File: config.mk
export PLATFORM = sky130hd
export DESIGN_NAME = uart_tx_fifo
export DESIGN_NICKNAME = d
export VERILOG_FILES = /design/src/rtl/uart_tx_fifo.sv
export SDC_FILE = /design/constraint.sdc
export NUM_CORES = 1
export LEC_CHECK = 0
export ABC_AREA = 1
export CORE_MARGIN = 3
export CORE_UTILIZATION = 50
export CTS_CLUSTER_SIZE = 20
export DETAILED_ROUTE_END_ITERATION = 8
export PLACE_DENSITY_LB_ADDON = 0.15
export SYNTH_ARGS = -nofsm -noshare
export SYNTH_HDL_FRONTEND = slang
export SYNTH_SLANG_ARGS = --single-unit
File: constraint.sdc
create_clock -name sys_clk -period 5.3 [get_ports sys_clk]
set_input_delay 1.06 -clock sys_clk [delete_from_list [all_inputs] [get_ports sys_clk]]
set_output_delay 1.06 -clock sys_clk [all_outputs]
set_load 0.05 [all_outputs]
File: src/rtl/uart_tx_fifo.sv
// uart_tx_fifo
//   Byte FIFO in front of a UART transmitter. Writes are queued in a circular
//   buffer; a small drain FSM hands one byte at a time to the transmitter
//   using a TX_LOAD pulse and a LOAD_OK ready/busy handshake.
//
//   Optional build macro: UART_TX_FIFO_CRLF_EN
//     When defined, a queued 0x0A is sent as 0x0D followed by 0x0A.
//     When undefined, every byte is sent verbatim.
//
// Parameters
//   BYTE_W      data byte width
//   DEPTH_LOG2  log2 of FIFO depth
//
// Ports
//   sys_clk   in   system clock, rising edge
//   rst       in   synchronous active-high reset
//   en        in   drain enable (only gates starting a new load)
//   WR_EN     in   write strobe, one byte per cycle
//   WR_DATA   in   byte to enqueue
//   FULL      out  registered, occupancy == depth
//   EMPTY     out  registered, occupancy == 0
//   COUNT     out  registered occupancy
//   OVERFLOW  out  sticky, a write was dropped while full
//   LOAD_OK   in   transmitter ready for a byte
//   TX_LOAD   out  one-cycle load pulse to the transmitter
//   TX_DATA   out  byte for the transmitter, held until the next load
module uart_tx_fifo #(
   parameter int BYTE_W     = 8,
   parameter int DEPTH_LOG2 = 4
) (
   input  logic                  sys_clk,
   input  logic                  rst,
   input  logic                  en,
   input  logic                  WR_EN,
   input  logic [BYTE_W-1:0]     WR_DATA,
   output logic                  FULL,
   output logic                  EMPTY,
   output logic [DEPTH_LOG2:0]   COUNT,
   output logic                  OVERFLOW,
   input  logic                  LOAD_OK,
   output logic                  TX_LOAD,
   output logic [BYTE_W-1:0]     TX_DATA
);

   localparam int DEPTH = 1 << DEPTH_LOG2;
   localparam logic [DEPTH_LOG2:0]   CNT_FULL = {1'b1, {DEPTH_LOG2{1'b0}}};
   localparam logic [DEPTH_LOG2:0]   CNT_ONE  = (DEPTH_LOG2+1)'(1);
   localparam logic [DEPTH_LOG2-1:0] PTR_ONE  = DEPTH_LOG2'(1);

`ifdef UART_TX_FIFO_CRLF_EN
   localparam logic [BYTE_W-1:0] LF_BYTE = BYTE_W'(8'h0A);
   localparam logic [BYTE_W-1:0] CR_BYTE = BYTE_W'(8'h0D);
   typedef enum logic [1:0] {ST_IDLE, ST_LOAD, ST_WAIT, ST_CR} state_t;
`else
   typedef enum logic [1:0] {ST_IDLE, ST_LOAD, ST_WAIT} state_t;
`endif

   logic [BYTE_W-1:0]     mem [DEPTH];
   logic [DEPTH_LOG2-1:0] wr_ptr_reg, rd_ptr_reg;
   logic [DEPTH_LOG2:0]   count_reg, count_next;
   logic                  full_reg, empty_reg, overflow_reg;
   logic                  tx_load_reg;
   logic [BYTE_W-1:0]     tx_data_reg;
   state_t                state_reg, state_next;
   logic                  seen_low_reg, seen_low_next;
`ifdef UART_TX_FIFO_CRLF_EN
   logic                  lf_pending_reg, lf_pending_next;
`endif

   logic                  wr_accept;
   logic                  pop;
   logic                  issue;
   logic [BYTE_W-1:0]     issue_data;
   logic [BYTE_W-1:0]     head;

   // FULL is the registered flag, so a write in the same cycle as a pop
   // from a full FIFO is still dropped.
   assign wr_accept = WR_EN && !full_reg;
   assign head      = mem[rd_ptr_reg];

   always_comb begin
      state_next    = state_reg;
      seen_low_next = seen_low_reg;
      issue         = 1'b0;
      pop           = 1'b0;
      issue_data    = head;
`ifdef UART_TX_FIFO_CRLF_EN
      lf_pending_next = lf_pending_reg;
`endif
      case (state_reg)
         ST_IDLE: begin
            if (en && LOAD_OK && !empty_reg) begin
               issue         = 1'b1;
               seen_low_next = 1'b0;
               state_next    = ST_LOAD;
`ifdef UART_TX_FIFO_CRLF_EN
               // LF at the head: send CR first and leave the LF queued.
               if (head == LF_BYTE) begin
                  issue_data      = CR_BYTE;
                  lf_pending_next = 1'b1;
               end else begin
                  pop = 1'b1;
               end
`else
               pop = 1'b1;
`endif
            end
         end
         ST_LOAD: begin
            // A low LOAD_OK already in the pulse cycle counts as the
            // transmitter having taken the byte.
            if (!LOAD_OK) seen_low_next = 1'b1;
            state_next = ST_WAIT;
         end
         ST_WAIT: begin
            // Require a low-then-high LOAD_OK so a stale ready level
            // cannot trigger a second load.
            if (!LOAD_OK) begin
               seen_low_next = 1'b1;
            end else if (seen_low_reg) begin
`ifdef UART_TX_FIFO_CRLF_EN
               state_next = lf_pending_reg ? ST_CR : ST_IDLE;
`else
               state_next = ST_IDLE;
`endif
            end
         end
`ifdef UART_TX_FIFO_CRLF_EN
         ST_CR: begin
            // The LF that followed a CR is still at the head; pop it now.
            if (en && LOAD_OK) begin
               issue           = 1'b1;
               pop             = 1'b1;
               seen_low_next   = 1'b0;
               lf_pending_next = 1'b0;
               state_next      = ST_LOAD;
            end
         end
`endif
         default: state_next = ST_IDLE;
      endcase
   end

   always_comb begin
      count_next = count_reg;
      if (wr_accept && !pop)
         count_next = count_reg + CNT_ONE;
      else if (!wr_accept && pop)
         count_next = count_reg - CNT_ONE;
   end

   always_ff @(posedge sys_clk) begin
      if (wr_accept && !rst)
         mem[wr_ptr_reg] <= WR_DATA;
   end

   always_ff @(posedge sys_clk) begin
      if (rst) begin
         wr_ptr_reg     <= '0;
         rd_ptr_reg     <= '0;
         count_reg      <= '0;
         full_reg       <= 1'b0;
         empty_reg      <= 1'b1;
         overflow_reg   <= 1'b0;
         tx_load_reg    <= 1'b0;
         tx_data_reg    <= '0;
         state_reg      <= ST_IDLE;
         seen_low_reg   <= 1'b0;
`ifdef UART_TX_FIFO_CRLF_EN
         lf_pending_reg <= 1'b0;
`endif
      end else begin
         if (wr_accept) wr_ptr_reg <= wr_ptr_reg + PTR_ONE;
         if (pop)       rd_ptr_reg <= rd_ptr_reg + PTR_ONE;
         count_reg    <= count_next;
         full_reg     <= (count_next == CNT_FULL);
         empty_reg    <= (count_next == '0);
         if (WR_EN && full_reg) overflow_reg <= 1'b1;
         tx_load_reg  <= issue;
         if (issue) tx_data_reg <= issue_data;
         state_reg    <= state_next;
         seen_low_reg <= seen_low_next;
`ifdef UART_TX_FIFO_CRLF_EN
         lf_pending_reg <= lf_pending_next;
`endif
      end
   end

   assign FULL     = full_reg;
   assign EMPTY    = empty_reg;
   assign COUNT    = count_reg;
   assign OVERFLOW = overflow_reg;
   assign TX_LOAD  = tx_load_reg;
   assign TX_DATA  = tx_data_reg;

endmodule

Word-level counts from Yosys, hierarchy flattened
Memories as Yosys holds them, arrays and structs flattened. A register that Yosys moved wholly into a read port is not among the register bits.
Index checks and enable logic that the tools add are counted.
{ "word_totals": {"ff_bits": 20, "ramBits": 128, "inputBits": 13, "out_inout_bits": 17, "wordCells": 52, "memories": 1} }
{ "classes": {"n_addsub": 4, "eq_ne": 7, "muxes": 13, "reduce_logical": 18} }
{ "memory_table": {"columns": ["memory", "depth", "word_bits", "rd", "rd_clocked_by_memory_dff", "wr", "line", "text"], "rows": [
  ["mem", 16, 8, 1, 1, 1, "58", "logic [BYTE_W-1:0] mem [DEPTH];"]
]} }
{ "ops": {"columns": ["op", "n"], "rows": [
  ["$mux W5", 2],
  ["$add A4 B1 Y4 const B", 2],
  ["$ne A2 B2 Y1 const B", 4],
  ["$logic_and A1 B1 Y1", 7],
  ["$mux W1", 6],
  ["$mux W2", 3],
  ["$pmux W2 S3", 1],
  ["$reduce_and A3 Y1", 2],
  ["$add A5 B1 Y5 const B", 1],
  ["$eq A5 B5 Y1 const B", 1],
  ["$logic_not A1 Y1", 5],
  ["$logic_not A5 Y1", 1],
  ["$sub A5 B1 Y5 const B", 1],
  ["$eq A2 B1 Y1 const B", 1],
  ["$eq A2 B2 Y1 const B", 1],
  ["$logic_not A2 Y1", 1],
  ["$pmux W1 S2", 1],
  ["$reduce_bool A2 Y1", 1],
  ["$reduce_or A2 Y1", 1]
]} }

Depth between registers and ports, before layout
{ "logic_depth": {"ltp_word": 8, "ltp_mapped": 12, "ltp_nobuf": 11} }

Worst setup path after synthesis
No wires, ideal clock.
{ "synth_timing": {"kind": "input port to flip-flop", "from": "in WR_EN", "to": "mem mem[13][0] (enable)", "setup_ps": 383, "arrival_time_ps": 1993, "required_time_ps": 4917, "slack_ps": 2924, "path_stages": 4, "n_path_buf": 0, "cell_sequence": "nand2_2 > nor2_1 > inv_1 > nor3_1"} }
{ "synth_via": {"elab_chain_cells": 4} }
{ "synth_rtl": {"columns": ["item", "line", "text"], "rows": [
  ["start, declared", "34", "input logic WR_EN,"],
  ["$logic_and A1 B1 Y1", "78", "assign wr_accept = WR_EN && !full_reg;"],
  ["$logic_and A1 B1 Y1", "153", "if (wr_accept && !rst)"],
  ["$mux W1", "153", null],
  ["$mux W1 (not written as such)", "154", "mem[wr_ptr_reg] <= WR_DATA;"],
  ["end, declared", "58", null]
]} }
Every way passes these cells.

Worst setup path after layout
{ "layout_timing": {"from": "in rst", "to": "mem mem[13][7] (enable)"} }
{ "layout_via": {"elab_chain_cells": 4} }
{ "layout_rtl": {"columns": ["item", "line", "text"], "rows": [
  ["start, declared", "32", "input logic rst,"],
  ["$logic_not A1 Y1", "153", null],
  ["$logic_and A1 B1 Y1", "153", null],
  ["$mux W1", "153", null],
  ["$mux W1 (not written as such)", "154", null]
]} }
Every way passes these cells.

==> results.sh <==
export IMPL_grt_max_degree=68
export IMPL_post_drt_wl_per_cell_um=18.14
export IMPL_path_buf_inv=2
export IMPL_grt_overflow=0
export IMPL_die_area_um2=14480
export IMPL_fin_util_pct=58.58
export IMPL_setup_violations=0
export IMPL_synthesis_nets=606
export IMPL_critPathArrivalTime_ns=3.16
export IMPL_cts_tree="built"
export IMPL_area_growth_pct=14.03
export IMPL_synth_mux_area_share_pct=0
export IMPL_fmax_ghz=0.3191
export IMPL_ioPinCount=30
export IMPL_cp_start_kind="input port"
export IMPL_combPwrFrac_pct=13.9
export IMPL_num_rows=41
export IMPL_hold_path_class="reg2reg"
export IMPL_p_leak_nw=2.568
export IMPL_avgViaCountPerCell=5.539
export IMPL_die_h_um=120.3
export IMPL_cap_violations=0
export IMPL_first_global_vias=4292
export IMPL_skew_ns=0.01154
export IMPL_status="finished clean"
export IMPL_ys_ff_latch=156
export IMPL_dp_slack_ns=1.749
export IMPL_htreeDepth=4
export IMPL_synthXorXnorAreaFrac_pct=0.4021
export IMPL_root_buffer="clkbuf_16"
export IMPL_synth_top_family_by_area="simple AND/OR/NAND/NOR gates"
export IMPL_place_congestion=0.8793
export IMPL_p_int_mw=2.202
export IMPL_synth_simple_area_share_pct=15.26
export IMPL_cts_made_buffers=17
export IMPL_ys_types=30
export IMPL_clock_latency_ns=0.42
export IMPL_setup_slack_ns=2.167
export IMPL_cp_data_required_time_ns=5.33
export IMPL_fillers=1094
export IMPL_slew_violations=0
export IMPL_finalHoldViolCount=0
export IMPL_post_cts_setup_buffers=0
export IMPL_synth_compound_area_share_pct=10.40
export IMPL_ys_warn_count=0
export IMPL_crit_slowest_cell="nor3_1"
export IMPL_slowest_delay_ns=0.87
export IMPL_p_sw_share_pct=25.99
export IMPL_syn_area_um2=6535
export IMPL_power_mw=2.975
export IMPL_post_dp_hpwl_mm=9.218
export IMPL_portBuffers=29
export IMPL_antenna_cells=0
export IMPL_top_register="mem"
export IMPL_clk_pin_slew_ns=0.06
export IMPL_path_class="in2reg"
export IMPL_hold_ws_ns=0.4677
export IMPL_power_density_nw_per_um2=399.3
export IMPL_hold_buffers=0
export IMPL_instances_no_fill=788
export IMPL_yosysSeqAreaShare_pct=67.39
export IMPL_slew_headroom_pct=24.81
export IMPL_core_area_um2=12720
export IMPL_cpLargestDelayFamily="simple AND/OR/NAND/NOR gates"
export IMPL_largest_reg_flops=128
export IMPL_end_kind="register"
export IMPL_seqCellArea_um2=4407
export IMPL_rsz0062_at_grt="false"
export IMPL_antenna_left=0
export IMPL_avgSynthCellArea_um2=11.23
export IMPL_dp_cells=756
export IMPL_ir_drop_v=0.0001711
export IMPL_drive_above_1_share_pct=7.143
export IMPL_grt_pass1_wl_mm=22.77
export IMPL_via_count=4365
export IMPL_syn_inst=582
export IMPL_multi_input_area_um2=1841
export IMPL_period_needed_ns=3.133
export IMPL_crit_fanout=15
export IMPL_layout_commonest_cell="edfxtp_1"
export IMPL_initial_core_util_pct=51.37
export IMPL_clockPowerShare_pct=38.8
export IMPL_drt_pass1_iterations=5
export IMPL_final_cell_mix="edfxtp_1, nor2_1, o21ai_0"
export IMPL_die_width_um=120.3
export IMPL_synth_fa_ha_area_share_pct=2.106
export IMPL_switching_power_mw=0.7734
export IMPL_clkSinkCount=156
export IMPL_dpl_instance_area_um2=6880
export IMPL_fin_crit_sh_pct=59.12
export IMPL_worstMarginPinSlew_ns=1.119
export IMPL_drc=0
export IMPL_final_nets=627
export IMPL_sequentialPowerShare_pct=47.2
export IMPL_grtUsageTotal_pct=20.99
export IMPL_cts_buffer_depth=2
export IMPL_drt_iter0_markers=495
export IMPL_finalWirelength_mm=14.29
export IMPL_ctsResizeCount=0
export IMPL_design_area_um2=7452
export IMPL_path_cells="clkdlybuf4s50_1, nor2_1, inv_1, nor3_1"
export IMPL_grt_antenna_before_repair=0
export IMPL_setup_tns_ns=0
==> power groups by stage <==
stage / Clock (mW) / Combinational (mW) / Sequential, mW
after floorplan: 0 / 0.250 / 1.47
after global placement: 0 / 0.410 / 1.43
after detailed placement: 0 / 0.415 / 1.43
after CTS: 1.17 / 0.417 / 1.41
after global routing: 1.23 / 0.463 / 1.41
final: 1.16 / 0.415 / 1.40
==> final cells by class <==
type,instances,area share (%)
Clock inverter,10,1.578
Inverter,32,1.612
Clock buffer,22,6.095
Multi-Input combinational cell,366,24.70
Tap cell,172,2.888
Timing Repair Buffer,30,3.996
Sequential cell,156,59.13
==> cell families (layout without fill, tap and decap cells) <==
logic type,after synthesis,in the layout
compound gates,119,119
xor+xnor,3,3
fa+ha+maj,11,11
buf+inv,60,94
simple gates,233,233
flops,156,156
==> cell usage after synthesis <==
| library cell | instances | area [um^2] |
|---|---|---|
| a22oi_1 | 1 | 7.510 |
| o21a_1 | 8 | 60.06 |
| nand4_1 | 1 | 6.260 |
| o211ai_1 | 24 | 180.2 |
| clkinv_1 | 4 | 15.01 |
| buf_4 | 4 | 30.03 |
| buf_1 | 1 | 3.750 |
| dfxtp_1 | 28 | 560.5 |
| ha_1 | 11 | 137.6 |
| a21oi_1 | 13 | 65.06 |
| nor3_1 | 12 | 60.06 |
| nand2_1 | 42 | 157.7 |
| xor2_1 | 1 | 8.760 |
| a31oi_1 | 1 | 6.260 |
| nor3b_1 | 1 | 7.510 |
| o21ai_0 | 64 | 320.3 |
| edfxtp_1 | 128 | 3844 |
| buf_6 | 5 | 56.30 |
| o21ai_1 | 8 | 40.04 |
| nor2_2 | 5 | 31.28 |
| nand2_2 | 3 | 18.77 |
| clkbuf_1 | 8 | 30.03 |
| nand3_2 | 1 | 10.01 |
| inv_2 | 3 | 11.26 |
| nand4_4 | 1 | 21.27 |
| nand3_1 | 46 | 230.2 |
| xnor2_1 | 2 | 17.52 |
| inv_1 | 25 | 93.84 |
| buf_2 | 10 | 50.05 |
| nor2_1 | 121 | 454.2 |
==> final timing paths <==
kind	from	endpoint	slack, ns	cells past startpoint
max	rst	mem[13][7]	2.17	4
min reg2reg	OVERFLOW	OVERFLOW	0.47	2
max reg2reg	rd_ptr_reg[1]	TX_DATA[2]	2.79	8
min	OVERFLOW	OVERFLOW	0.47	2
==> tightest hold or removal path, cell delays in order (launching register included) <==
cell	delay, ns
dfxtp_1	0.32
a21oi_1	0.04
nor2_1	0.07
==> per-layer routing <==
| metal | vias up | global-route usage, % | part of all wire, % |
|---|---|---|---|
| li1 | 2092 | - | - |
| met2 | 138 | 34.74 | 50 |
| met3 | 23 | 4.630 | 5.8 |
| met1 | 2112 | 27.41 | 43 |
| met4 | 0 | 7.790 | 2.0 |
| met5 | - | 0 | 0 |
No activity file was read; power rests on OpenSTA's default activity.
